$ cat src/rtl/freq_pkg.sv
// Shared definitions for the frequency meter: FSM encoding and default clock/gate constants.
package freq_pkg;

    typedef enum logic {
        IDLE = 1'b0,
        GATE = 1'b1
    } state_t;

    localparam int SYS_CLK_HZ = 100_000_000;
    localparam int GATE_1S    = 100_000_000;

endpackage

$ cat src/rtl/sync_edge.sv
// Two-flop synchronizer followed by a history flop; flags one-cycle rising edges of an async input.
module sync_edge
    import freq_pkg::*;
(
    input  logic clk_in,
    input  logic reset,
    input  logic d,
    output logic rise
);

    logic s1_r;
    logic s2_r;
    logic s3_r;

    // Metastability filter (s1, s2) plus previous-sample history (s3)
    always_ff @(posedge clk_in) begin
        if (!reset) begin
            s1_r <= 1'b0;
            s2_r <= 1'b0;
            s3_r <= 1'b0;
        end else begin
            s1_r <= d;
            s2_r <= s1_r;
            s3_r <= s2_r;
        end
    end

    assign rise = s2_r & ~s3_r;

endmodule

$ cat src/rtl/freq_meter.sv
// Counts synchronized rising edges of sig_in over back-to-back gate windows of GATE_CYCLES clocks
// and publishes each saturated count on freq_out with a one-cycle valid pulse.
module freq_meter
    import freq_pkg::*;
#(
    parameter int GATE_CYCLES = GATE_1S,
    parameter int CNT_W       = 16,
    parameter int GATE_W      = 27
) (
    input  logic             clk_in,
    input  logic             reset,
    input  logic             en,
    input  logic             sig_in,
    output logic [CNT_W-1:0] freq_out,
    output logic             valid,
    output logic             ovf
);

    localparam logic [GATE_W-1:0] LAST_GATE = GATE_W'(GATE_CYCLES - 1);
    localparam logic [CNT_W-1:0]  CNT_MAX   = {CNT_W{1'b1}};

    state_t            state_r;
    logic [GATE_W-1:0] gate_cnt_r;
    logic [CNT_W-1:0]  edge_cnt_r;
    logic              sat_r;
    logic              rise_s;
    logic              last_s;
    logic [CNT_W-1:0]  edge_next_s;
    logic              sat_next_s;

    sync_edge u_sync (
        .clk_in (clk_in),
        .reset  (reset),
        .d      (sig_in),
        .rise   (rise_s)
    );

    // Saturating next count; includes a rise landing in the current cycle
    always_comb begin
        last_s      = (gate_cnt_r == LAST_GATE);
        edge_next_s = edge_cnt_r;
        sat_next_s  = sat_r;
        if (rise_s && (edge_cnt_r == CNT_MAX)) begin
            edge_next_s = CNT_MAX;
            sat_next_s  = 1'b1;
        end else if (rise_s) begin
            edge_next_s = edge_cnt_r + CNT_W'(1'b1);
            sat_next_s  = sat_r;
        end else begin
            edge_next_s = edge_cnt_r;
            sat_next_s  = sat_r;
        end
    end

    // Gate FSM, counters and registered result outputs
    always_ff @(posedge clk_in) begin
        if (!reset) begin
            state_r    <= IDLE;
            gate_cnt_r <= {GATE_W{1'b0}};
            edge_cnt_r <= {CNT_W{1'b0}};
            sat_r      <= 1'b0;
            freq_out   <= {CNT_W{1'b0}};
            valid      <= 1'b0;
            ovf        <= 1'b0;
        end else begin
            valid <= 1'b0;
            case (state_r)
                IDLE: begin
                    gate_cnt_r <= {GATE_W{1'b0}};
                    edge_cnt_r <= {CNT_W{1'b0}};
                    sat_r      <= 1'b0;
                    state_r    <= en ? GATE : IDLE;
                end
                GATE: begin
                    // Closing cycle wins over abort so the result is still delivered when en drops here
                    if (last_s) begin
                        freq_out   <= edge_next_s;
                        ovf        <= sat_next_s;
                        valid      <= 1'b1;
                        gate_cnt_r <= {GATE_W{1'b0}};
                        edge_cnt_r <= {CNT_W{1'b0}};
                        sat_r      <= 1'b0;
                        state_r    <= en ? GATE : IDLE;
                    end else if (!en) begin
                        gate_cnt_r <= {GATE_W{1'b0}};
                        edge_cnt_r <= {CNT_W{1'b0}};
                        sat_r      <= 1'b0;
                        state_r    <= IDLE;
                    end else begin
                        gate_cnt_r <= gate_cnt_r + GATE_W'(1'b1);
                        edge_cnt_r <= edge_next_s;
                        sat_r      <= sat_next_s;
                        state_r    <= GATE;
                    end
                end
                default: begin
                    gate_cnt_r <= {GATE_W{1'b0}};
                    edge_cnt_r <= {CNT_W{1'b0}};
                    sat_r      <= 1'b0;
                    state_r    <= IDLE;
                end
            endcase
        end
    end

endmodule

$ cat config.mk
export PLATFORM = sky130hd
export DESIGN_NAME = freq_meter
export DESIGN_NICKNAME = d
export VERILOG_FILES = /design/src/rtl/freq_pkg.sv /design/src/rtl/sync_edge.sv /design/src/rtl/freq_meter.sv
export SDC_FILE = /design/constraint.sdc
export NUM_CORES = 1
export LEC_CHECK = 0
export CAP_MARGIN = 20
export CORE_ASPECT_RATIO = 0.6
export CORE_UTILIZATION = 52
export CTS_CLUSTER_DIAMETER = 80
export DETAILED_ROUTE_END_ITERATION = 6
export PLACE_DENSITY_LB_ADDON = 0.15
export SYNTH_ARGS = -nofsm -noshare
export SYNTH_HDL_FRONTEND = slang
export SYNTH_SLANG_ARGS = --single-unit
$ cat constraint.sdc
create_clock -name clk_in -period 1.8 [get_ports clk_in]
set_input_delay 0.36 -clock clk_in [delete_from_list [all_inputs] [get_ports clk_in]]
set_output_delay 0.36 -clock clk_in [all_outputs]
set_load 0.005 [all_outputs]
=== Word-level counts from Yosys, hierarchy flattened ===
Index checks and enable logic that the tools add are counted.
Widths: inputs -> output; s select.

* $add $sub $neg: 2
* $mul: 0
* Div/mod/pow operators: 0
* $lt $le $gt $ge: 0
* Eq/ne operators: 2
* Shift-type cells: 0
* Muxes and demuxes: 14
* Bitwise logic cells: 3
* Reduce and logical (&&, ||, !) cells: 3

{| class="wikitable"
|+ Operator list
! cell !! count
|-
| $mux 16 || 4
|-
| $mux 27 || 2
|-
| $pmux 27 s2 || 1
|-
| $pmux 16 s2 || 1
|-
| $add 27x1->27 const B || 1
|-
| $eq 27x27->1 const B || 1
|-
| $add 16x1->16 const B || 1
|-
| $eq 16x16->1 const B || 1
|-
| $mux 1 || 5
|-
| $reduce_and 2->1 || 2
|-
| $not 1->1 || 2
|-
| $pmux 1 s2 || 1
|-
| $and 1x1->1 || 1
|-
| $logic_and 1x1->1 || 1
|}

* Flip-flop bits (word level): 66
* Bits in latches: 0
* Memory bits (writable): 0
* Bits in read-only memories: 0
* Input bits: 4
* Output and inout bits: 18
* Word-level logic and storage cells: 34
* Memories kept: 0

=== Logic depth before layout (Yosys ltp) ===
* Depth after elaboration: 7
* Depth in mapped cells: 8
* Gate-level depth less buffers: 6

=== By module ===
A second synthesis with hierarchy kept.

* Cells, all modules: 318
* Area, all modules: 2771.4 um^2

{| class="wikitable"
|+ Modules (own cells, without submodules)
! module !! instances !! cells an instance !! area each (um^2) !! sequential area each (um^2)
|-
| freq_meter || 1 || 311 || 2678.8 || 1261.2
|-
| sync_edge || 1 || 7 || 92.6 || 60.1
|}

=== Least setup slack after synthesis ===
OpenSTA, ideal clock, no wires.

* Path kind: register -> register
* From: reg gate_cnt_r[0]
* To: reg freq_out[7]
* Library setup time: 0.116 ns
* Arrival time: 1.725 ns
* Data required time: 1.684 ns
* Path slack: -0.041 ns
* Cell stages (with the launch flop): 9
* Path buffers: 2
* Period minus slack after synthesis: 1.841 ns
* Cell sequence: dfxtp_1 > ha_1 > nand4_4 > nor4_4 > and4_1 > buf_4 > buf_6 > nor3b_2 > nor2_1

* Cells in the longest elaborated chain, start to end: 2

{| class="wikitable"
|+ Ends and longest elaborated chain
! what !! RTL line !! RTL
|-
| start, declared || freq_meter.sv:23 || <nowiki>logic [GATE_W-1:0] gate_cnt_r;</nowiki>
|-
| start signal, assigned || freq_meter.sv:59 || <nowiki>gate_cnt_r <= {GATE_W{1'b0}};</nowiki>
|-
| start signal, assigned || freq_meter.sv:69 || <nowiki>gate_cnt_r <= {GATE_W{1'b0}};</nowiki>
|-
| start signal, assigned || freq_meter.sv:80 || <nowiki>gate_cnt_r <= {GATE_W{1'b0}};</nowiki>
|-
| $eq 27x27->1 || freq_meter.sv:40 || <nowiki>last_s = (gate_cnt_r == LAST_GATE);</nowiki>
|-
| $reduce_and 2->1 (no line) || - ||
|-
| end signal, assigned || freq_meter.sv:62 || <nowiki>freq_out <= {CNT_W{1'b0}};</nowiki>
|-
| end signal, assigned || freq_meter.sv:77 || <nowiki>freq_out <= edge_next_s;</nowiki>
|-
| end, declared || freq_meter.sv:14 || <nowiki>output logic [CNT_W-1:0] freq_out,</nowiki>
|}

No other way between the ends.
A chain may end at the register's enable or synchronous reset.

=== Worst setup path after layout ===
* From: reg gate_cnt_r[10]
* To: reg freq_out[9]

Same word-level chain as after synthesis.

==> flow_metrics.tcl <==
set metrics [dict create \
    mostFrequentLayoutCell "dfxtp_1" \
    p_leak_nw 1.40 \
    ir_drop_mv 0.687 \
    clock_sinks 66 \
    critPathBufInv 2 \
    status "finished, violations left" \
    drc_errors 2 \
    timing.critical_path.mode_cell "buf_12" \
    synth-async-reset-ratio 0 \
    mostFrequentLayoutCells "dfxtp_1, nor2_1, buf_4" \
    num_io_pins 22 \
    clk_path_buf_depth 2 \
    cts_buffers 9 \
    p_switching_mw 0.604 \
    p_int_mw 2.26 \
    clock_skew_ns 0.00629 \
    n_antenna_cell 0 \
    wl_per_cell_um 14.4 \
    whs_ns 0.445 \
    place_congestion 0.876 \
    track_usage 0.239 \
    die_h_um 59.7 \
    postLayoutCellArea_um2 3740 \
    synth_top_area_share 0.458 \
    slew_violations 0 \
    fin_nets 385 \
    crit_fanout 11 \
    synth.yosys.seq_area_share 0.458 \
    hold_violations 0 \
    routed_wl_mm 6.49 \
    r2r_slack_ns 0.01 \
    synth.area.top_cells "dfxtp_1, nor2_1, xor2_1" \
    antenna_found_initial 0 \
    die_area_um2 5870 \
    cp_slowest_cell "or4b_4" \
    synth_area_um2 2890 \
    fp.dieW_um 98.2 \
    grt_max_degree 36 \
    start_util 0.555 \
    dr.pass1.iters 7 \
    setup.worst_path.class "register to register" \
    max_slew_margin 0.722 \
    p_comb_frac 0.014 \
    critical_path.startpoint_type "register" \
    cp.required_ns 2.02 \
    cp_slowest_stage_delay_ns 0.55 \
    grt_pass1_vias 2134 \
    place_area_um2 3430 \
    clk_latency_ns 0.33 \
    finalCritPeriodShare 0.993 \
    hp-class "register to register" \
    grt_pass1_wl_mm 10.7 \
    cp.arrival_ns 2.01 \
    ant_nets 0 \
    viasPerCell 5.46 \
    synth.largest_area_cell "dfxtp_1" \
    io_buffers 21 \
    ctsHoldBuffers 0 \
    synth_seq_cells 66 \
    cp_cell_sequence "or4b_4 -> nor2_4 -> and4_4 -> buf_12 -> buf_12 -> nand2b_1 -> a21boi_1" \
    endpoint_kind "register" \
    p_sw_frac 0.211 \
    setup_viol 0 \
    synth_cell_types 47 \
    cts.htree.levels 3 \
    synth_edf_count 0 \
    drive_above_1_share 0.208 \
    coreArea_um2 5200 \
    rsz0062_at_grt "yes" \
    power.share.clock 0.474 \
    cp_top_family "simple AND/OR/NAND/NOR gates" \
    cts_tree "built" \
    power_mw 2.86 \
    drtIter0Drc 234 \
    core.rowCount 20 \
    synthCells 321 \
    postSynthAreaPerCell_um2 9.00 \
    cts.clk_slew.worst_paths_ns 0.08 \
    power_density_nw_per_um2 766 \
    grt_overflow_total 0 \
    area_growth_pct 29.5 \
    cap_viol_max_count 0 \
    ys.flop_type "dfxtp_1" \
    dp_hpwl_mm 4.49 \
    ys_warn_count 0 \
    fmax_mhz 559 \
    p_seq_frac 0.512 \
    tightestPinTransition_ns 0.413 \
    period_minus_slack_ns 1.79 \
    synth_nets 327 \
    vias 2456 \
    violations "DRC" \
    cts_root_buf "clkbuf_8" \
]
synthesized netlist by cell type (5+ instances only):
library cell	n
nand4_1	11
nand2_1	23
xor2_1	18
buf_4	6
o211ai_1	5
and3_1	5
o21ai_0	10
nor2_1	54
a21boi_1	7
a21oi_1	7
nand2b_1	7
o22ai_1	6
dfxtp_1	66
and2_1	10
xnor2_1	8
clkbuf_1	6
nand3_1	16
and4_1	8
worst paths after layout:
path / start / depth (start not counted) / endpoint
worst max-delay path: gate_cnt_r[10] / 7 / freq_out[9]
worst min-delay path: u_sync.s1_r / 1 / u_sync.s2_r
worst max register to register: gate_cnt_r[10] / 7 / freq_out[9]
worst min register to register: u_sync.s1_r / 1 / u_sync.s2_r
cell families after synthesis:
logic type | Yosys count | share of synthesized area
xor gates and xnor gates | 26 | 0.0789
and+or+nand+nor | 156 | 0.294
DFF | 66 | 0.458
muxes | 5 | 0.0178
AOI/OAI and AO/OA | 47 | 0.107
adders and majority gates | 2 | 0.00866
buffers and inverters | 19 | 0.0360
repair_timing:
| action | CTS | global route |
|---|---|---|
| pin swaps | 7 | 11 |
| cloned | 1 | 0 |
| setup endpoints to repair | 10 | 52 |
| buffers inserted | 2 | 1 |
| resized for setup | 3 | 14 |
power groups by stage:
stage	Sequential, mW	Combinational (mW)	Clock (mW)
4_1_cts	1.47	0.0391	1.39
6_report	1.47	0.0391	1.36
3_5_place_dp	1.50	0.0388	0
5_1_grt	1.47	0.0425	1.44
3_3_place_gp	1.50	0.0387	0
2_1_floorplan	1.50	0.0222	0
routing by layer:
metal	up-vias	wire length [µm]	GRT usage	share of wire
met3	4	422	0.0585	0.065
met1	1140	3550	0.384	0.55
li1	1239	-	-	-
met5	-	0	0	0
met2	73	2480	0.307	0.38
met4	0	45	0.0640	0.0069
flip-flops by register name, indices dropped and copies added, names as in the netlist:
signal	count
ovf	1
state_r	1
u_sync.s2_r	1
edge_cnt_r	16
gate_cnt_r	27
u_sync.s1_r	1
sat_r	1
valid	1
u_sync.s3_r	1
freq_out	16
stage by stage:
| step | instances | util | setup TNS [ns] | setup slack (ns) |
|---|---|---|---|---|
| after detailed placement | 431 | 0.658 | -0.0296 | -0.0296 |
| after global routing | 450 | 0.718 | -0.402 | -0.0507 |
| after CTS | 450 | 0.712 | 0 | 0.00463 |
| after floorplan | 321 | - | 0 | 0.0164 |
| final | 450 | 0.718 | 0 | 0.0121 |
| after global placement | 431 | 0.658 | -0.00860 | -0.00860 |
cell type report:
| cell class | instances | area [µm²] |
|---|---|---|
| clock buffers | 9 | 124 |
| clock inverters | 7 | 93.8 |
| multi-input cells | 236 | 1530 |
| inverters | 4 | 15.0 |
| well taps | 66 | 82.6 |
| fillers | 404 | 1470 |
| flip-flops and latches | 66 | 1330 |
| repair buffers | 62 | 572 |
Power figures use the tool's default switching activity.
